<file path="src/rtl/taxi_axil_pkg.sv">
// taxi_axil_pkg: shared AXI4-lite response codes and write-path state encoding
package taxi_axil_pkg;
  typedef enum logic [1:0] {
    RESP_OKAY   = 2'b00,
    RESP_EXOKAY = 2'b01,
    RESP_SLVERR = 2'b10,
    RESP_DECERR = 2'b11
  } axil_resp_t;
  typedef enum logic {WR_IDLE, WR_RESP} wr_state_t;
endpackage

</file>
<file path="src/rtl/taxi_axil_if.sv">
// taxi_axil_if: AXI4-lite bundle with separate write and read modports
interface taxi_axil_if #(
  parameter int DATA_W = 32,
  parameter int ADDR_W = 32,
  parameter int STRB_W = DATA_W/8
);
  logic [ADDR_W-1:0] awaddr;
  logic [2:0]        awprot;
  logic              awvalid;
  logic              awready;
  logic [DATA_W-1:0] wdata;
  logic [STRB_W-1:0] wstrb;
  logic              wvalid;
  logic              wready;
  logic [1:0]        bresp;
  logic              buser;
  logic              bvalid;
  logic              bready;
  logic [ADDR_W-1:0] araddr;
  logic [2:0]        arprot;
  logic              arvalid;
  logic              arready;
  logic [DATA_W-1:0] rdata;
  logic [1:0]        rresp;
  logic              ruser;
  logic              rvalid;
  logic              rready;
  modport wr_slv (
    input  awaddr, awprot, awvalid, wdata, wstrb, wvalid, bready,
    output awready, wready, bresp, buser, bvalid
  );
  modport rd_slv (
    input  araddr, arprot, arvalid, rready,
    output arready, rdata, rresp, ruser, rvalid
  );
  modport wr_mst (
    output awaddr, awprot, awvalid, wdata, wstrb, wvalid, bready,
    input  awready, wready, bresp, buser, bvalid
  );
  modport rd_mst (
    output araddr, arprot, arvalid, rready,
    input  arready, rdata, rresp, ruser, rvalid
  );
endinterface

</file>
<file path="src/rtl/taxi_axil_regfile.sv">
// taxi_axil_regfile: AXI4-lite flat register file with per-register write/read strobes
module taxi_axil_regfile
  import taxi_axil_pkg::*;
#(
  parameter int          REG_CNT   = 16,
  parameter int          DATA_W    = 32,
  parameter logic [63:0] RESET_VAL = '0
) (
  input  logic                      clk,
  input  logic                      rst_n,
  taxi_axil_if.wr_slv               s_axil_wr,
  taxi_axil_if.rd_slv               s_axil_rd,
  output logic [REG_CNT*DATA_W-1:0] reg_out,
  output logic [REG_CNT-1:0]        wr_pulse,
  output logic [REG_CNT-1:0]        rd_pulse
);
  localparam int STRB_W = DATA_W/8;
  localparam int OFF_W  = $clog2(STRB_W);
  localparam int IDX_W  = $clog2(REG_CNT);
  logic [DATA_W-1:0]  r_regs [REG_CNT];
  wr_state_t          r_wr_state, w_wr_next;
  logic [1:0]         r_bresp, r_rresp;
  logic [DATA_W-1:0]  r_rdata;
  logic               r_rvalid;
  logic [REG_CNT-1:0] r_wr_pulse;
  logic               w_wr_acc, w_b_done, w_aw_in;
  logic               w_ar_rdy, w_rd_acc, w_ar_in;
  logic [IDX_W-1:0]   w_aw_idx, w_ar_idx;
  logic               w_unused;
  assign w_unused = ^{s_axil_wr.awprot, s_axil_rd.arprot};
  assign w_aw_idx = s_axil_wr.awaddr[OFF_W +: IDX_W];
  assign w_aw_in  = (s_axil_wr.awaddr >> (OFF_W + IDX_W)) == '0;
  assign w_ar_idx = s_axil_rd.araddr[OFF_W +: IDX_W];
  assign w_ar_in  = (s_axil_rd.araddr >> (OFF_W + IDX_W)) == '0;
  always_ff @(posedge clk)
    r_wr_state <= !rst_n ? WR_IDLE : w_wr_next;
  always_comb begin
    w_b_done  = r_wr_state == WR_RESP && s_axil_wr.bready;
    w_wr_acc  = rst_n && (r_wr_state == WR_IDLE || w_b_done) && s_axil_wr.awvalid && s_axil_wr.wvalid;
    w_wr_next = w_wr_acc ? WR_RESP : w_b_done ? WR_IDLE : r_wr_state;
  end
  assign s_axil_wr.awready = w_wr_acc;
  assign s_axil_wr.wready  = w_wr_acc;
  assign s_axil_wr.bvalid  = r_wr_state == WR_RESP;
  assign s_axil_wr.bresp   = r_bresp;
  assign s_axil_wr.buser   = 1'b0;
  always_ff @(posedge clk)
    if (!rst_n) begin
      r_bresp    <= '0;
      r_wr_pulse <= '0;
    end else begin
      if (w_wr_acc) r_bresp <= w_aw_in ? RESP_OKAY : RESP_DECERR;
      r_wr_pulse <= (w_wr_acc && w_aw_in) ? REG_CNT'(1) << w_aw_idx : '0;
    end
  always_ff @(posedge clk)
    if (!rst_n)
      for (int i = 0; i < REG_CNT; i++) r_regs[i] <= RESET_VAL[DATA_W-1:0];
    else if (w_wr_acc && w_aw_in)
      for (int b = 0; b < STRB_W; b++)
        if (s_axil_wr.wstrb[b]) r_regs[w_aw_idx][b*8 +: 8] <= s_axil_wr.wdata[b*8 +: 8];
  assign w_ar_rdy = rst_n && (!r_rvalid || s_axil_rd.rready);
  assign w_rd_acc = w_ar_rdy && s_axil_rd.arvalid;
  assign s_axil_rd.arready = w_ar_rdy;
  assign s_axil_rd.rvalid  = r_rvalid;
  assign s_axil_rd.rdata   = r_rdata;
  assign s_axil_rd.rresp   = r_rresp;
  assign s_axil_rd.ruser   = 1'b0;
  always_ff @(posedge clk)
    if (!rst_n) begin
      r_rvalid <= 1'b0;
      r_rdata  <= '0;
      r_rresp  <= '0;
    end else if (w_rd_acc) begin
      r_rvalid <= 1'b1;
      r_rdata  <= w_ar_in ? r_regs[w_ar_idx] : '0;
      r_rresp  <= w_ar_in ? RESP_OKAY : RESP_DECERR;
    end else if (s_axil_rd.rready) begin
      r_rvalid <= 1'b0;
    end
  assign rd_pulse = (w_rd_acc && w_ar_in) ? REG_CNT'(1) << w_ar_idx : '0;
  assign wr_pulse = r_wr_pulse;
  for (genvar i = 0; i < REG_CNT; i++) begin : g_out
    assign reg_out[i*DATA_W +: DATA_W] = r_regs[i];
  end
endmodule

</file>
<file path="src/flat_wrapper.sv">
// flat-port wrapper written by rule: the top's interface ports become plain ports
module taxi_axil_regfile_flat import taxi_axil_pkg::*;
#(
  parameter int          REG_CNT   = 16,
  parameter int          DATA_W    = 32,
  parameter logic [63:0] RESET_VAL = '0
)
  (clk, rst_n, reg_out, wr_pulse, rd_pulse, s_axil_wr_awaddr, s_axil_wr_awprot, s_axil_wr_awvalid, s_axil_wr_wdata, s_axil_wr_wstrb, s_axil_wr_wvalid, s_axil_wr_bready, s_axil_wr_awready, s_axil_wr_wready, s_axil_wr_bresp, s_axil_wr_buser, s_axil_wr_bvalid, s_axil_rd_araddr, s_axil_rd_arprot, s_axil_rd_arvalid, s_axil_rd_rready, s_axil_rd_arready, s_axil_rd_rdata, s_axil_rd_rresp, s_axil_rd_ruser, s_axil_rd_rvalid);
  taxi_axil_if #(.DATA_W(DATA_W), .ADDR_W(16)) s_axil_wr_i ();
  taxi_axil_if #(.DATA_W(DATA_W), .ADDR_W(16)) s_axil_rd_i ();
  input  logic clk;
  input  logic rst_n;
  output logic [REG_CNT*DATA_W-1:0] reg_out;
  output logic [REG_CNT-1:0] wr_pulse;
  output logic [REG_CNT-1:0] rd_pulse;
  input wire logic [$bits(s_axil_wr_i.awaddr)-1:0] s_axil_wr_awaddr;
  input wire logic [$bits(s_axil_wr_i.awprot)-1:0] s_axil_wr_awprot;
  input wire logic [$bits(s_axil_wr_i.awvalid)-1:0] s_axil_wr_awvalid;
  input wire logic [$bits(s_axil_wr_i.wdata)-1:0] s_axil_wr_wdata;
  input wire logic [$bits(s_axil_wr_i.wstrb)-1:0] s_axil_wr_wstrb;
  input wire logic [$bits(s_axil_wr_i.wvalid)-1:0] s_axil_wr_wvalid;
  input wire logic [$bits(s_axil_wr_i.bready)-1:0] s_axil_wr_bready;
  output wire logic [$bits(s_axil_wr_i.awready)-1:0] s_axil_wr_awready;
  output wire logic [$bits(s_axil_wr_i.wready)-1:0] s_axil_wr_wready;
  output wire logic [$bits(s_axil_wr_i.bresp)-1:0] s_axil_wr_bresp;
  output wire logic [$bits(s_axil_wr_i.buser)-1:0] s_axil_wr_buser;
  output wire logic [$bits(s_axil_wr_i.bvalid)-1:0] s_axil_wr_bvalid;
  input wire logic [$bits(s_axil_rd_i.araddr)-1:0] s_axil_rd_araddr;
  input wire logic [$bits(s_axil_rd_i.arprot)-1:0] s_axil_rd_arprot;
  input wire logic [$bits(s_axil_rd_i.arvalid)-1:0] s_axil_rd_arvalid;
  input wire logic [$bits(s_axil_rd_i.rready)-1:0] s_axil_rd_rready;
  output wire logic [$bits(s_axil_rd_i.arready)-1:0] s_axil_rd_arready;
  output wire logic [$bits(s_axil_rd_i.rdata)-1:0] s_axil_rd_rdata;
  output wire logic [$bits(s_axil_rd_i.rresp)-1:0] s_axil_rd_rresp;
  output wire logic [$bits(s_axil_rd_i.ruser)-1:0] s_axil_rd_ruser;
  output wire logic [$bits(s_axil_rd_i.rvalid)-1:0] s_axil_rd_rvalid;
  assign s_axil_wr_i.awaddr = s_axil_wr_awaddr;
  assign s_axil_wr_i.awprot = s_axil_wr_awprot;
  assign s_axil_wr_i.awvalid = s_axil_wr_awvalid;
  assign s_axil_wr_i.wdata = s_axil_wr_wdata;
  assign s_axil_wr_i.wstrb = s_axil_wr_wstrb;
  assign s_axil_wr_i.wvalid = s_axil_wr_wvalid;
  assign s_axil_wr_i.bready = s_axil_wr_bready;
  assign s_axil_wr_awready = s_axil_wr_i.awready;
  assign s_axil_wr_wready = s_axil_wr_i.wready;
  assign s_axil_wr_bresp = s_axil_wr_i.bresp;
  assign s_axil_wr_buser = s_axil_wr_i.buser;
  assign s_axil_wr_bvalid = s_axil_wr_i.bvalid;
  assign s_axil_rd_i.araddr = s_axil_rd_araddr;
  assign s_axil_rd_i.arprot = s_axil_rd_arprot;
  assign s_axil_rd_i.arvalid = s_axil_rd_arvalid;
  assign s_axil_rd_i.rready = s_axil_rd_rready;
  assign s_axil_rd_arready = s_axil_rd_i.arready;
  assign s_axil_rd_rdata = s_axil_rd_i.rdata;
  assign s_axil_rd_rresp = s_axil_rd_i.rresp;
  assign s_axil_rd_ruser = s_axil_rd_i.ruser;
  assign s_axil_rd_rvalid = s_axil_rd_i.rvalid;
  taxi_axil_regfile #(.REG_CNT(REG_CNT), .DATA_W(DATA_W), .RESET_VAL(RESET_VAL)) u_core (.clk(clk), .rst_n(rst_n), .s_axil_wr(s_axil_wr_i), .s_axil_rd(s_axil_rd_i), .reg_out(reg_out), .wr_pulse(wr_pulse), .rd_pulse(rd_pulse));
endmodule
</file>
<file path="config.mk">
export PLATFORM = sky130hd
export DESIGN_NAME = taxi_axil_regfile_flat
export DESIGN_NICKNAME = d
export VERILOG_FILES = /design/src/rtl/taxi_axil_pkg.sv /design/src/rtl/taxi_axil_if.sv /design/src/rtl/taxi_axil_regfile.sv /design/src/flat_wrapper.sv
export SDC_FILE = /design/constraint.sdc
export NUM_CORES = 1
export LEC_CHECK = 0
export BUFFER_PORTS_ARGS = -buffer_cell sky130_fd_sc_hd__buf_2
export CAP_MARGIN = 20
export CELL_PAD_IN_SITES_DETAIL_PLACEMENT = 1
export CELL_PAD_IN_SITES_GLOBAL_PLACEMENT = 2
export CORE_MARGIN = 2
export CORE_UTILIZATION = 34
export DETAILED_ROUTE_END_ITERATION = 8
export HOLD_SLACK_MARGIN = 0.12
export PLACE_DENSITY = 0.88
export SYNTH_ARGS = -nofsm -noshare
export SYNTH_HDL_FRONTEND = slang
export SYNTH_SLANG_ARGS = --single-unit
</file>
<file path="constraint.sdc">
create_clock -name clk -period 3.3 [get_ports clk]
set_input_delay 0.66 -clock clk [delete_from_list [all_inputs] [get_ports clk]]
set_output_delay 0.66 -clock clk [all_outputs]
set_load 0.02 [all_outputs]
</file>
Word level (Yosys, flattened, before mapping):

Memories as Yosys holds them, arrays and structs flattened.
Cells that the tools add are included.
Widths: inputs -> output; s select.

* bits in registers: 54
* latch bits: 0
* bits in writable memories: 512
* bits in read-only memories: 0
* input bits: 81
* logic and storage cells: 55
* memories: 1

Memories
* u_core.r_regs: words 16, width 32, rd ports 17, clocked after memory_dff 0, wr ports 16, RTL line taxi_axil_regfile.sv:20 `logic [DATA_W-1:0] r_regs [REG_CNT];`

* add/sub/neg operators: 0
* multiply operators: 0
* div/mod/pow operators: 0
* $lt $le $gt $ge: 0
* equality and inequality tests: 0
* shift-type cells: 2
* multiplexer cells: 28
* bitwise gates (word level): 1
* reductions and logical operators: 17

Operators with widths (number)
* $mux 32: 2
* $logic_not 16->1: 2
* $reduce_or 32->1: 1
* $shl 1x4->16 const A: 2
* $mux 1: 21
* $mux 16: 1
* $logic_and 1x1->1: 8
* $mux 4: 2
* $mux 2: 2
* $reduce_bool 2->1: 2
* $logic_or 1x1->1: 2
* $reduce_and 2->1: 1
* $logic_not 1->1: 1
* $not 1->1: 1

Logic depth before layout (Yosys ltp):

Gate-level depths: netlist of run 1.

* depth after elaboration: 11
* gate-level depth with buffers: 8
* depth with buffers taken out: 5

Least setup slack after synthesis of run 1:

OpenSTA, ideal clock, no wires.

* path type: input to register
* start: input s_axil_wr_awaddr[11]
* end: memory u_core.r_regs[1][0] (enable)
* library setup time: 0.384 ns
* arrival: 2.442 ns
* required time: 2.916 ns
* path slack: 0.474 ns
* cell stages on the path: 6
* cells stage by stage: nor4_2 > nand3_2 > or3_1 > clkbuf_1 > buf_2 > o21ai_0

RTL lines
* start, declared: RTL line flat_wrapper.sv:16 `input wire logic [$bits(s_axil_wr_i.awaddr)-1:0] s_axil_wr_awaddr;`
* end, declared: RTL line taxi_axil_regfile.sv:20

Worst setup path in the final report of run 1:

* start: register u_core.r_rvalid (netlist: u_core.s_axil_rd.rvalid)
* end: output rd_pulse[0]

* word-level cells in the longest chain between the ends: 6

Ends and longest elaborated chain
* start, declared: RTL line taxi_axil_regfile.sv:24 `logic r_rvalid;`
* start signal, assigned: RTL line taxi_axil_regfile.sv:70 `r_rvalid <= 1'b0;`
* start signal, assigned: RTL line taxi_axil_regfile.sv:74 `r_rvalid <= 1'b1;`
* start signal, assigned: RTL line taxi_axil_regfile.sv:78 `r_rvalid <= 1'b0;`
* $logic_not 1->1: RTL line taxi_axil_regfile.sv:61 `assign w_ar_rdy = rst_n && (!r_rvalid || s_axil_rd.rready);`
* $logic_or 1x1->1: RTL line taxi_axil_regfile.sv:61
* $logic_and 1x1->1: RTL line taxi_axil_regfile.sv:61
* $logic_and 1x1->1: RTL line taxi_axil_regfile.sv:62 `assign w_rd_acc = w_ar_rdy && s_axil_rd.arvalid;`
* $logic_and 1x1->1: RTL line taxi_axil_regfile.sv:80 `assign rd_pulse = (w_rd_acc && w_ar_in) ? REG_CNT'(1) << w_ar_idx : '0;`
* $mux 16: RTL line taxi_axil_regfile.sv:80
* end, declared: RTL line flat_wrapper.sv:15 `output logic [REG_CNT-1:0] rd_pulse;`

Every way passes these cells.

==> results.toml, run 1 <==
[worst_setup_path]
r2r_cells = 6
rr_startpoint = "u_core.s_axil_wr.bvalid$_SDFFE_PN0P_"
crit_path_start = "u_core.s_axil_rd.rvalid$_SDFFE_PN0P_"
rrSetupSlack_ns = 0.76
cp.required_ns = 2.64
r2r_end = "u_core.r_regs[9][27]$_SDFFCE_PN0P_"
worstPathArrival_ns = 2.45
setup.worst_path.end = "rd_pulse[0]"
start_kind = "register"
crit_type = "register to output port"
worstPathMaxFanout = 6
cp-end-kind = "output port"

[yosys]
syn_area_per_cell_um2 = 12.2
synth_xor_area_frac = 0
synth.largest_area_cell = "edfxtp_1"
async_reset_ff_frac = 0
syn-cell-area_um2 = 24200
synth_edf_count = 512
yosysMostFrequentCell = "nor2_1"
synth_warnings = 0
syn-instance-count = 1977
synth_top_area_frac = 0.635
ys_seq_area_frac = 0.678
ys.flop_type = "edfxtp_1"
synth-seq-cells = 564
synth-compound-area-share = 0.0855
ys_types = 51
synth-adder-area-share = 0
synth_mux_area_frac = 0.0846
synth_top_family_by_area = "simple AND/OR/NAND/NOR gates"
synthTopCellsByArea = "edfxtp_1 64%, nor2_1 8.5%, mux2i_1 5.3%"
synthTopCellsByCount = "545 x nor2_1, 512 x edfxtp_1, 132 x clkbuf_1, 128 x mux2i_1, 94 x o22ai_1"
synth_simple_gate_area_frac = 0.116

[place]
dp_hpwl_mm = 82.9
gp_congestion = 0.898
io_buffers = 655

[final_layout]
fin_nets = 2735
areaGrowthSynthToFinish_pct = 28.8
drive_gt1_frac = 0.370
num-fill-cells = 7663

[clocking]
clock_sinks = 564
post_cts_resized = 0
clk-insertion-delay-late_ns = 0.61
postCtsHoldBufs = 0
cts_tree = "done"
clkSlewWorstSetupHoldPaths_ns = 0.06
root_buffer = "clkbuf_16"
cts.path.max_buffers = 3
cts_buffers = 58
cts_setup_buffers = 0
htreeDepth = 2

[drt]
ant_nets = 0
drcViolationCount = 0
totalWireLength_mm = 116
vias_per_cell = 5.80
drtIter0Drc = 2895
routedWlPerCell_um = 31.9
vias = 21100
dr.pass1.iters = 6

[die]
die_h_um = 271
fp-row-count = 97
ios = 668
initial_core_util = 0.344
dieArea_um2 = 73300
coreArea_um2 = 70300
chipWidth_um = 271

[pwr]
power.density_nw_per_um2 = 526
leakagePower_nw = 13.3
vdd_drop_max_mv = 0.397
power_mw = 16.4

[sta]
maxSlewViolCount = 0
timing.fmax_mhz = 321
period_share = 0.943
setup-tns-final_ns = 0
rsz0062_at_grt = "no"
slew_headroom = 0.454
whs_ns = 0.340
timing.final.crit_period_ns = 3.11
setup_violations = 0
fin_skew_ns = 0.00828
hold_violations = 0
tightest_slew_ns = 0.820

[global_route]
met3_usage = 0.0580
antenna_found_initial = 6
grt_pass1_wl_mm = 161
grt_overflow = 0
grt_usage = 0.306
grt_pass1_vias = 21800
met1_usage = 0.373
grt_max_degree = 104
groute.layer.met2.usage = 0.524
top_usage_layer = "met2"

[run]
drv_cap = 0

[outcome]
status = "finished, final reports clean"

[worst_hold_path]
hold_path_class = "input port to register"
## metal layers
layer / routed length, µm / up-vias
met4: 5800 / 6
met5: 38 / -
met3: 11500 / 357
li1: - / 8540
met1: 41800 / 10700
met2: 57100 / 1519
## worst min-delay path by stage
stage	startpoint	end	cells after the start
final	s_axil_wr_awvalid	u_core.s_axil_wr.bvalid$_SDFFE_PN0P_	3
after global routing	s_axil_wr_wvalid	u_core.s_axil_wr.bvalid$_SDFFE_PN0P_	3
after CTS	s_axil_wr_awvalid	u_core.s_axil_wr.bvalid$_SDFFE_PN0P_	3
after detailed placement	u_core.s_axil_rd.rdata[25]$_SDFFE_PN0P_	u_core.s_axil_rd.rdata[25]$_SDFFE_PN0P_	2
after global placement	u_core.s_axil_rd.rdata[28]$_SDFFE_PN0P_	u_core.s_axil_rd.rdata[28]$_SDFFE_PN0P_	2
after floorplan	u_core.s_axil_rd.rdata[3]$_SDFFE_PN0P_	u_core.s_axil_rd.rdata[3]$_SDFFE_PN0P_	2
## stage by stage
step	instance area, µm²	setup slack (ns)	cells	utilization
3_3_place_gp	29200	0.321	3534	0.416
2_1_floorplan	24200	0.474	1978	-
5_1_grt	31200	0.0765	3643	0.444
6_report	31200	0.189	3645	0.444
4_1_cts	31200	0.131	3643	0.444
3_5_place_dp	29200	0.316	3534	0.416
## power by group
part           leakage [nW]  switching (mW)  internal (mW)
clock network         0.959            2.91           3.87
registers              5.92           0.137           7.93
logic                  6.44            1.10          0.441
## cell families (layout without fill, tap and decap cells)
kind of cell / after synthesis / count (layout)
compound gates: 324 / 324
mux: 190 / 190
buf+inv: 202 / 927
flops: 564 / 564
other cells: 1 / 4
simple gates: 696 / 696
## registers in the layout, indices dropped and copies added, names as in the netlist
name / flops
u_core.s_axil_wr.bresp: 1
u_core.s_axil_wr.bvalid: 1
u_core.s_axil_rd.rdata: 32
u_core.s_axil_rd.rvalid: 1
u_core.s_axil_rd.rresp: 1
u_core.wr_pulse: 16
u_core.r_regs: 512
## worst max-delay path: stages (launching register included)
cell	delay, ns
dfxtp_1	0.31
nand2b_1	0.14
nand4_1	0.32
or3_2	0.62
nor3_1	0.22
buf_2	0.21
## cell type report
class	instances	area (µm²)	area share
Antenna cell	2	5.00	0.000161
Sequential cell	564	16400	0.527
Clock buffer	78	1640	0.0525
Inverter	20	75.1	0.00241
Clock inverter	31	302	0.00967
Tap cell	940	1180	0.0377
Multi-Input combinational cell	1212	7020	0.225
Timing Repair Buffer	798	4550	0.146
## layout by cell type (no fill, tap or decap), types with 56 or more instances in the layout
master / netlist / final
o21ai_0: 92 / 79
nand2_1: 92 / 75
nor2_1: 545 / 544
mux2i_1: 128 / 128
edfxtp_1: 512 / 512
buf_2: 33 / 653
o22ai_1: 94 / 94
mux2_2: 56 / 56
clkbuf_16: 0 / 59
buf_4: 14 / 129
Note: power is estimated with default switching activity, not from simulation.
==> inputs of run 2 (changes only) <==
--- a/config.mk
+++ b/config.mk
@@ -10,10 +10,10 @@
 export CELL_PAD_IN_SITES_DETAIL_PLACEMENT = 1
 export CELL_PAD_IN_SITES_GLOBAL_PLACEMENT = 2
 export CORE_MARGIN = 2
-export CORE_UTILIZATION = 34
+export CORE_UTILIZATION = 37
 export DETAILED_ROUTE_END_ITERATION = 8
 export HOLD_SLACK_MARGIN = 0.12
-export PLACE_DENSITY = 0.88
+export PLACE_DENSITY = 0.94
 export SYNTH_ARGS = -nofsm -noshare
 export SYNTH_HDL_FRONTEND = slang
 export SYNTH_SLANG_ARGS = --single-unit
==> constraint.sdc (replaced) <==
create_clock -name clk -period 3.75 [get_ports clk]
set_input_delay 0.75 -clock clk [delete_from_list [all_inputs] [get_ports clk]]
set_output_delay 0.75 -clock clk [all_outputs]
set_load 0.02 [all_outputs]
==> run 2 against run 1 <==
Effect of this change: largest cell class unchanged; flip-flop and latch count is the same; sequential power shrank 12%; first-iteration DRC count shrank 14%; via count grew 1.3%; cell area shrank 0.89%; clock-buffer cell count grew 11; routed wire length shrank 0.89%; final cell count shrank 2.5%; register-to-register slack gained 0.19 ns; largest power group unchanged.
==> results.toml, run 2 (synthesized netlist as in run 1, its figures left out) <==
[drt]
ant_nets = 0
drtIter0Drc = 2499
totalWireLength_mm = 115
routedWlPerCell_um = 32.4
vias = 21400
vias_per_cell = 6.02
drcViolationCount = 0
dr.pass1.iters = 8

[clocking]
clock_sinks = 564
htreeDepth = 2
cts.path.max_buffers = 3
postCtsHoldBufs = 0
clk-insertion-delay-late_ns = 0.64
cts_buffers = 57
post_cts_resized = 0
clkSlewWorstSetupHoldPaths_ns = 0.06
cts_setup_buffers = 0
root_buffer = "clkbuf_16"
cts_tree = "done"

[global_route]
grt_max_degree = 46
antenna_found_initial = 4
grt_pass1_wl_mm = 159
grt_pass1_vias = 22000
grt_overflow = 0
grt_usage = 0.331

[worst_setup_path]
path_cells = "nand2b_1 -> nand4_1 -> or3_2 -> nor2_1 -> buf_2"
slowest_delay_ns = 0.61
crit_type = "register to output port"
cp.required_ns = 3.00
worstSetupPathDepth = 5
worstPathBufferInverterCount = 1
start_kind = "register"
cpLargestDelayFamily = "simple AND/OR/NAND/NOR gates"
worstPathArrival_ns = 2.34
worstPathMaxFanout = 6
cp-end-kind = "output port"
r2r_cells = 6
slowest_stage = "or3_2"

[sta]
slew_headroom = 0.194
timing.fmax_mhz = 323
setup_violations = 0
maxSlewViolCount = 0
hold_violations = 0
timing.final.crit_period_ns = 3.09
rsz0062_at_grt = "no"
period_share = 0.824
tightest_slew_ns = 1.21
fin_skew_ns = 0.0214
setup-tns-final_ns = 0

[place]
gp_congestion = 0.903
io_buffers = 655
dp_hpwl_mm = 81.6
dp_cells = 3442

[final_layout]
layout.cells.non_filler = 3553
final_cell_mix = "653 x buf_2, 544 x nor2_1, 512 x edfxtp_1, 129 x buf_4, 128 x mux2i_1"
areaGrowthSynthToFinish_pct = 27.7
drive_gt1_frac = 0.365
multi_input_area_um2 = 7020
final_common_cell = "buf_2"
fin_nets = 2727
num-fill-cells = 7026
largest_register_ffs = 512
seq_area_um2 = 16400
max_flop_register = "u_core.r_regs"

[die]
dieArea_um2 = 67500
initial_core_util = 0.375
chipWidth_um = 260
coreArea_um2 = 64600
fp-row-count = 93
ios = 668
die_h_um = 260

[worst_hold_path]
hold_path_class = "input port to register"
hold_path_depth = 3

[pwr]
vdd_drop_max_mv = 0.378
leakagePower_nw = 13.2
power.density_nw_per_um2 = 463

[run]
drv_cap = 0

[outcome]
status = "finished, final reports clean"
==> run 2: metal layers <==
metal / part of all wire / global-route usage
met5: 0.00037 / 0
met3: 0.11 / 0.0737
met2: 0.48 / 0.552
met1: 0.35 / 0.406
met4: 0.055 / 0.164
==> run 2: worst register-to-register path, cell delays in order, from the launching register on <==
cell	delay (ns)
dfxtp_1	0.31
nand2b_1	0.10
nand4_2	0.30
nor4_2	0.70
nand2_2	0.70
buf_4	0.42
nor2_1	0.11
==> run 2: per-stage QoR <==
stage / utilization / power [mW] / hold WS, ns / cell area (µm²) / setup slack [ns]
after global placement: 0.449 / 8.50 / 0.450 / 29000 / 0.424
final: 0.478 / 14.3 / 0.406 / 30900 / 0.658
after floorplan: - / 7.90 / 0.544 / 24200 / 0.792
after global routing: 0.478 / 14.6 / 0.407 / 30900 / 0.483
after CTS: 0.478 / 14.3 / 0.386 / 30900 / 0.613
after detailed placement: 0.449 / 8.54 / 0.456 / 29000 / 0.271
==> run 2: path summary, 6_finish.rpt <==
check                                           from                                       to  slack (ns)
min                                s_axil_rd_arvalid     u_core.s_axil_rd.rvalid$_SDFFE_PN0P_        0.41
min reg2reg  u_core.s_axil_rd.rdata[25]$_SDFFE_PN0P_  u_core.s_axil_rd.rdata[25]$_SDFFE_PN0P_        0.47
max             u_core.s_axil_rd.rvalid$_SDFFE_PN0P_                             rd_pulse[12]        0.66
max reg2reg     u_core.s_axil_wr.bvalid$_SDFFE_PN0P_        u_core.r_regs[4][7]$_SDFFCE_PN0P_        0.95
==> run 2: cell type report <==
type,instances,share of cell area
Inverter,20,0.00243
Multi-Input combinational cell,1212,0.227
Clock buffer,89,0.0549
Sequential cell,564,0.531
Timing Repair Buffer,791,0.143
Antenna cell,3,0.000243
Tap cell,855,0.0346
Clock inverter,19,0.00676
==> run 2: power breakdown <==
part	switching, mW	internal [mW]
Sequential	0.119	6.98
Clock	2.55	3.32
Combinational	0.970	0.379
Total	3.64	10.7
==> inputs of run 3 (changes only) <==
--- a/config.mk
+++ b/config.mk
@@ -10,10 +10,10 @@
 export CELL_PAD_IN_SITES_DETAIL_PLACEMENT = 1
 export CELL_PAD_IN_SITES_GLOBAL_PLACEMENT = 2
 export CORE_MARGIN = 2
-export CORE_UTILIZATION = 37
+export CORE_UTILIZATION = 34
 export DETAILED_ROUTE_END_ITERATION = 8
 export HOLD_SLACK_MARGIN = 0.12
-export PLACE_DENSITY = 0.94
+export PLACE_DENSITY = 0.88
 export SYNTH_ARGS = -nofsm -noshare
 export SYNTH_HDL_FRONTEND = slang
 export SYNTH_SLANG_ARGS = --single-unit
==> constraint.sdc (replaced) <==
create_clock -name clk -period 2.95 [get_ports clk]
set_input_delay 0.59 -clock clk [delete_from_list [all_inputs] [get_ports clk]]
set_output_delay 0.59 -clock clk [all_outputs]
set_load 0.02 [all_outputs]
==> run 3 against run 2 <==
Effect of this change: via count is 1.5% lower; critical path depth is the same; critical endpoint is now rd_pulse[0]; clock-buffer cell count decreased by 13; largest power group unchanged.
==> results.toml, run 3 (synthesized netlist as in run 1, its figures left out) <==
[drt]
drcViolationCount = 0
wl_met2_mm = 55.9
ant_nets = 0
routedWlPerCell_um = 31.6
vias_per_cell = 5.76
totalWireLength_mm = 116
met1_length_mm = 42.1
vias = 21100
highest_layer = "met5"
dr.pass1.iters = 6
dr_wl_met3_mm = 11.9
drtIter0Drc = 2824

[worst_setup_path]
rr_startpoint = "u_core.s_axil_wr.bvalid$_SDFFE_PN0P_"
crit_path_start = "u_core.s_axil_rd.rvalid$_SDFFE_PN0P_"
slowest_delay_ns = 0.54
r2r_cells = 6
start_kind = "register"
path_cells = "nand2b_1 -> nand4_1 -> or3_2 -> nor3_1 -> buf_2"
cpLargestDelayFamily = "simple AND/OR/NAND/NOR gates"
cp.required_ns = 2.36
rrSetupSlack_ns = 0.67
worstPathArrival_ns = 2.17
r2r_end = "u_core.r_regs[2][26]$_SDFFCE_PN0P_"
cp-end-kind = "output port"
crit_type = "register to output port"
slowest_stage = "or3_2"
worstPathMaxFanout = 4
worstPathBufferInverterCount = 1

[place]
dp_hpwl_mm = 82.5
io_buffers = 655
post-place-ws_ns = 0.205
gp_congestion = 0.915

[sta]
slew_headroom = 0.197
hold_violations = 0
tightest_slew_ns = 1.20
maxSlewViolCount = 0
timing.final.crit_period_ns = 2.76
setup-tns-final_ns = 0
rsz0062_at_grt = "no"
period_share = 0.937
layout_setup_ws_ns = 0.187
setup_violations = 0
timing.fmax_mhz = 362
fin_skew_ns = 0.0393

[pwr]
p_sw_mw = 4.67
p_int_mw = 13.9
switching_share = 0.252
clock_power_share = 0.420
seqPwrFrac = 0.487
power.density_nw_per_um2 = 593
leakagePower_nw = 13.3
vdd_drop_max_mv = 0.460
combPwrFrac = 0.093

[die]
ios = 668
fp-row-count = 97
dieArea_um2 = 73300
coreArea_um2 = 70300
die_h_um = 271
initial_core_util = 0.344
chipWidth_um = 271

[final_layout]
largest_register_ffs = 512
fin_nets = 2748
final_common_cell = "buf_2"
areaGrowthSynthToFinish_pct = 29.1
drive_gt1_frac = 0.372
final_cell_mix = "653 x buf_2, 543 x nor2_1, 512 x edfxtp_1, 147 x buf_4, 128 x mux2i_1"
max_flop_register = "u_core.r_regs"

[global_route]
grt_pass1_vias = 21800
grt_overflow = 0
grt_usage = 0.304
grt_max_degree = 88
antenna_found_initial = 7
grt_pass1_wl_mm = 159

[run]
drv_cap = 0

[clocking]
cts.path.max_buffers = 3
clkSlewWorstSetupHoldPaths_ns = 0.06
clock_sinks = 564
cts_buffers = 59
clk-insertion-delay-late_ns = 0.64
htreeDepth = 2
cts_tree = "done"
root_buffer = "clkbuf_16"

[worst_hold_path]
hold_path_class = "input port to register"
hp-start = "s_axil_rd_arvalid"
hold_path_depth = 3
min_to = "u_core.s_axil_rd.rvalid$_SDFFE_PN0P_"

[outcome]
status = "finished, final reports clean"
run 3: changes by cell type in the layout (fill, tap and decap cells not counted), moves of 2 or more:
cell,delta
clkbuf_1,-8
clkinv_2,+8
clkinv_1,+6
diode_2,+2
clkbuf_8,-8
buf_4,+18
clkbuf_16,+3
bufinv_16,+4
clkinv_4,-2
run 3: area by class of cell:
class / instances / area (µm²)
diodes: 5 / 12.5
clock buffers: 76 / 1630
clock inverters: 34 / 358
fillers: 7727 / 39000
inverters: 20 / 75.1
multi-input cells: 1212 / 7020
flip-flops and latches: 564 / 16400
well taps: 940 / 1180
repair buffers: 810 / 4570
run 3: worst max path at each step:
stage,endpoint,slack (ns),cells past startpoint
finish,rd_pulse[0],0.19,5
global route,rd_pulse[0],0.05,5
CTS,rd_pulse[0],0.13,5
detailed placement,u_core.r_regs[13][28]$_SDFFCE_PN0P_,0.20,7
global placement,u_core.r_regs[13][31]$_SDFFCE_PN0P_,0.25,7
floorplan,u_core.r_regs[1][0]$_SDFFCE_PN0P_,0.19,6
run 3: worst register-to-register path, delay by kind of cell (launching register included):
family / cells / cell delay [ns]
AND/OR/NAND/NOR: 3 / 0.95
buffers and inverters: 2 / 0.46
flip-flops: 1 / 0.33
AO/OA/AOI/OAI: 1 / 0.28
run 3: what timing repair did:
| item | 4_1_cts | 5_1_grt |
|---|---|---|
| resized for setup | 0 | 1 |
| hold buffers | 0 | 0 |
| setup buffers | 0 | 0 |
| endpoints found under the setup margin | 0 | 1 |
run 3: power by group through the flow:
stage               clock network, mW  logic, mW  registers [mW]
finish                           7.79       1.71            9.03
global route                     8.09       1.78            9.03
CTS                              7.80       1.69            9.02
detailed placement                  0       1.69            9.19
global placement                    0       1.64            9.18
floorplan                           0      0.666            9.38
run 3: metal layers:
layer,up-vias,track usage
li1,8573,-
met1,10700,0.380
met2,1519,0.510
met3,325,0.0564
met4,2,0.142
met5,-,0
run 3: stage by stage:
step           power (mW)  instance area (µm²)  std cells  hold slack (ns)   util
3_3_place_gp         10.8                29200       3546            0.456  0.416
6_report             18.5                31300       3661            0.281  0.445
4_1_cts              18.5                31200       3656            0.254  0.445
2_1_floorplan        10.0                24200       1978            0.544      -
3_5_place_dp         10.9                29200       3546            0.466  0.416
5_1_grt              18.9                31200       3656            0.269  0.445
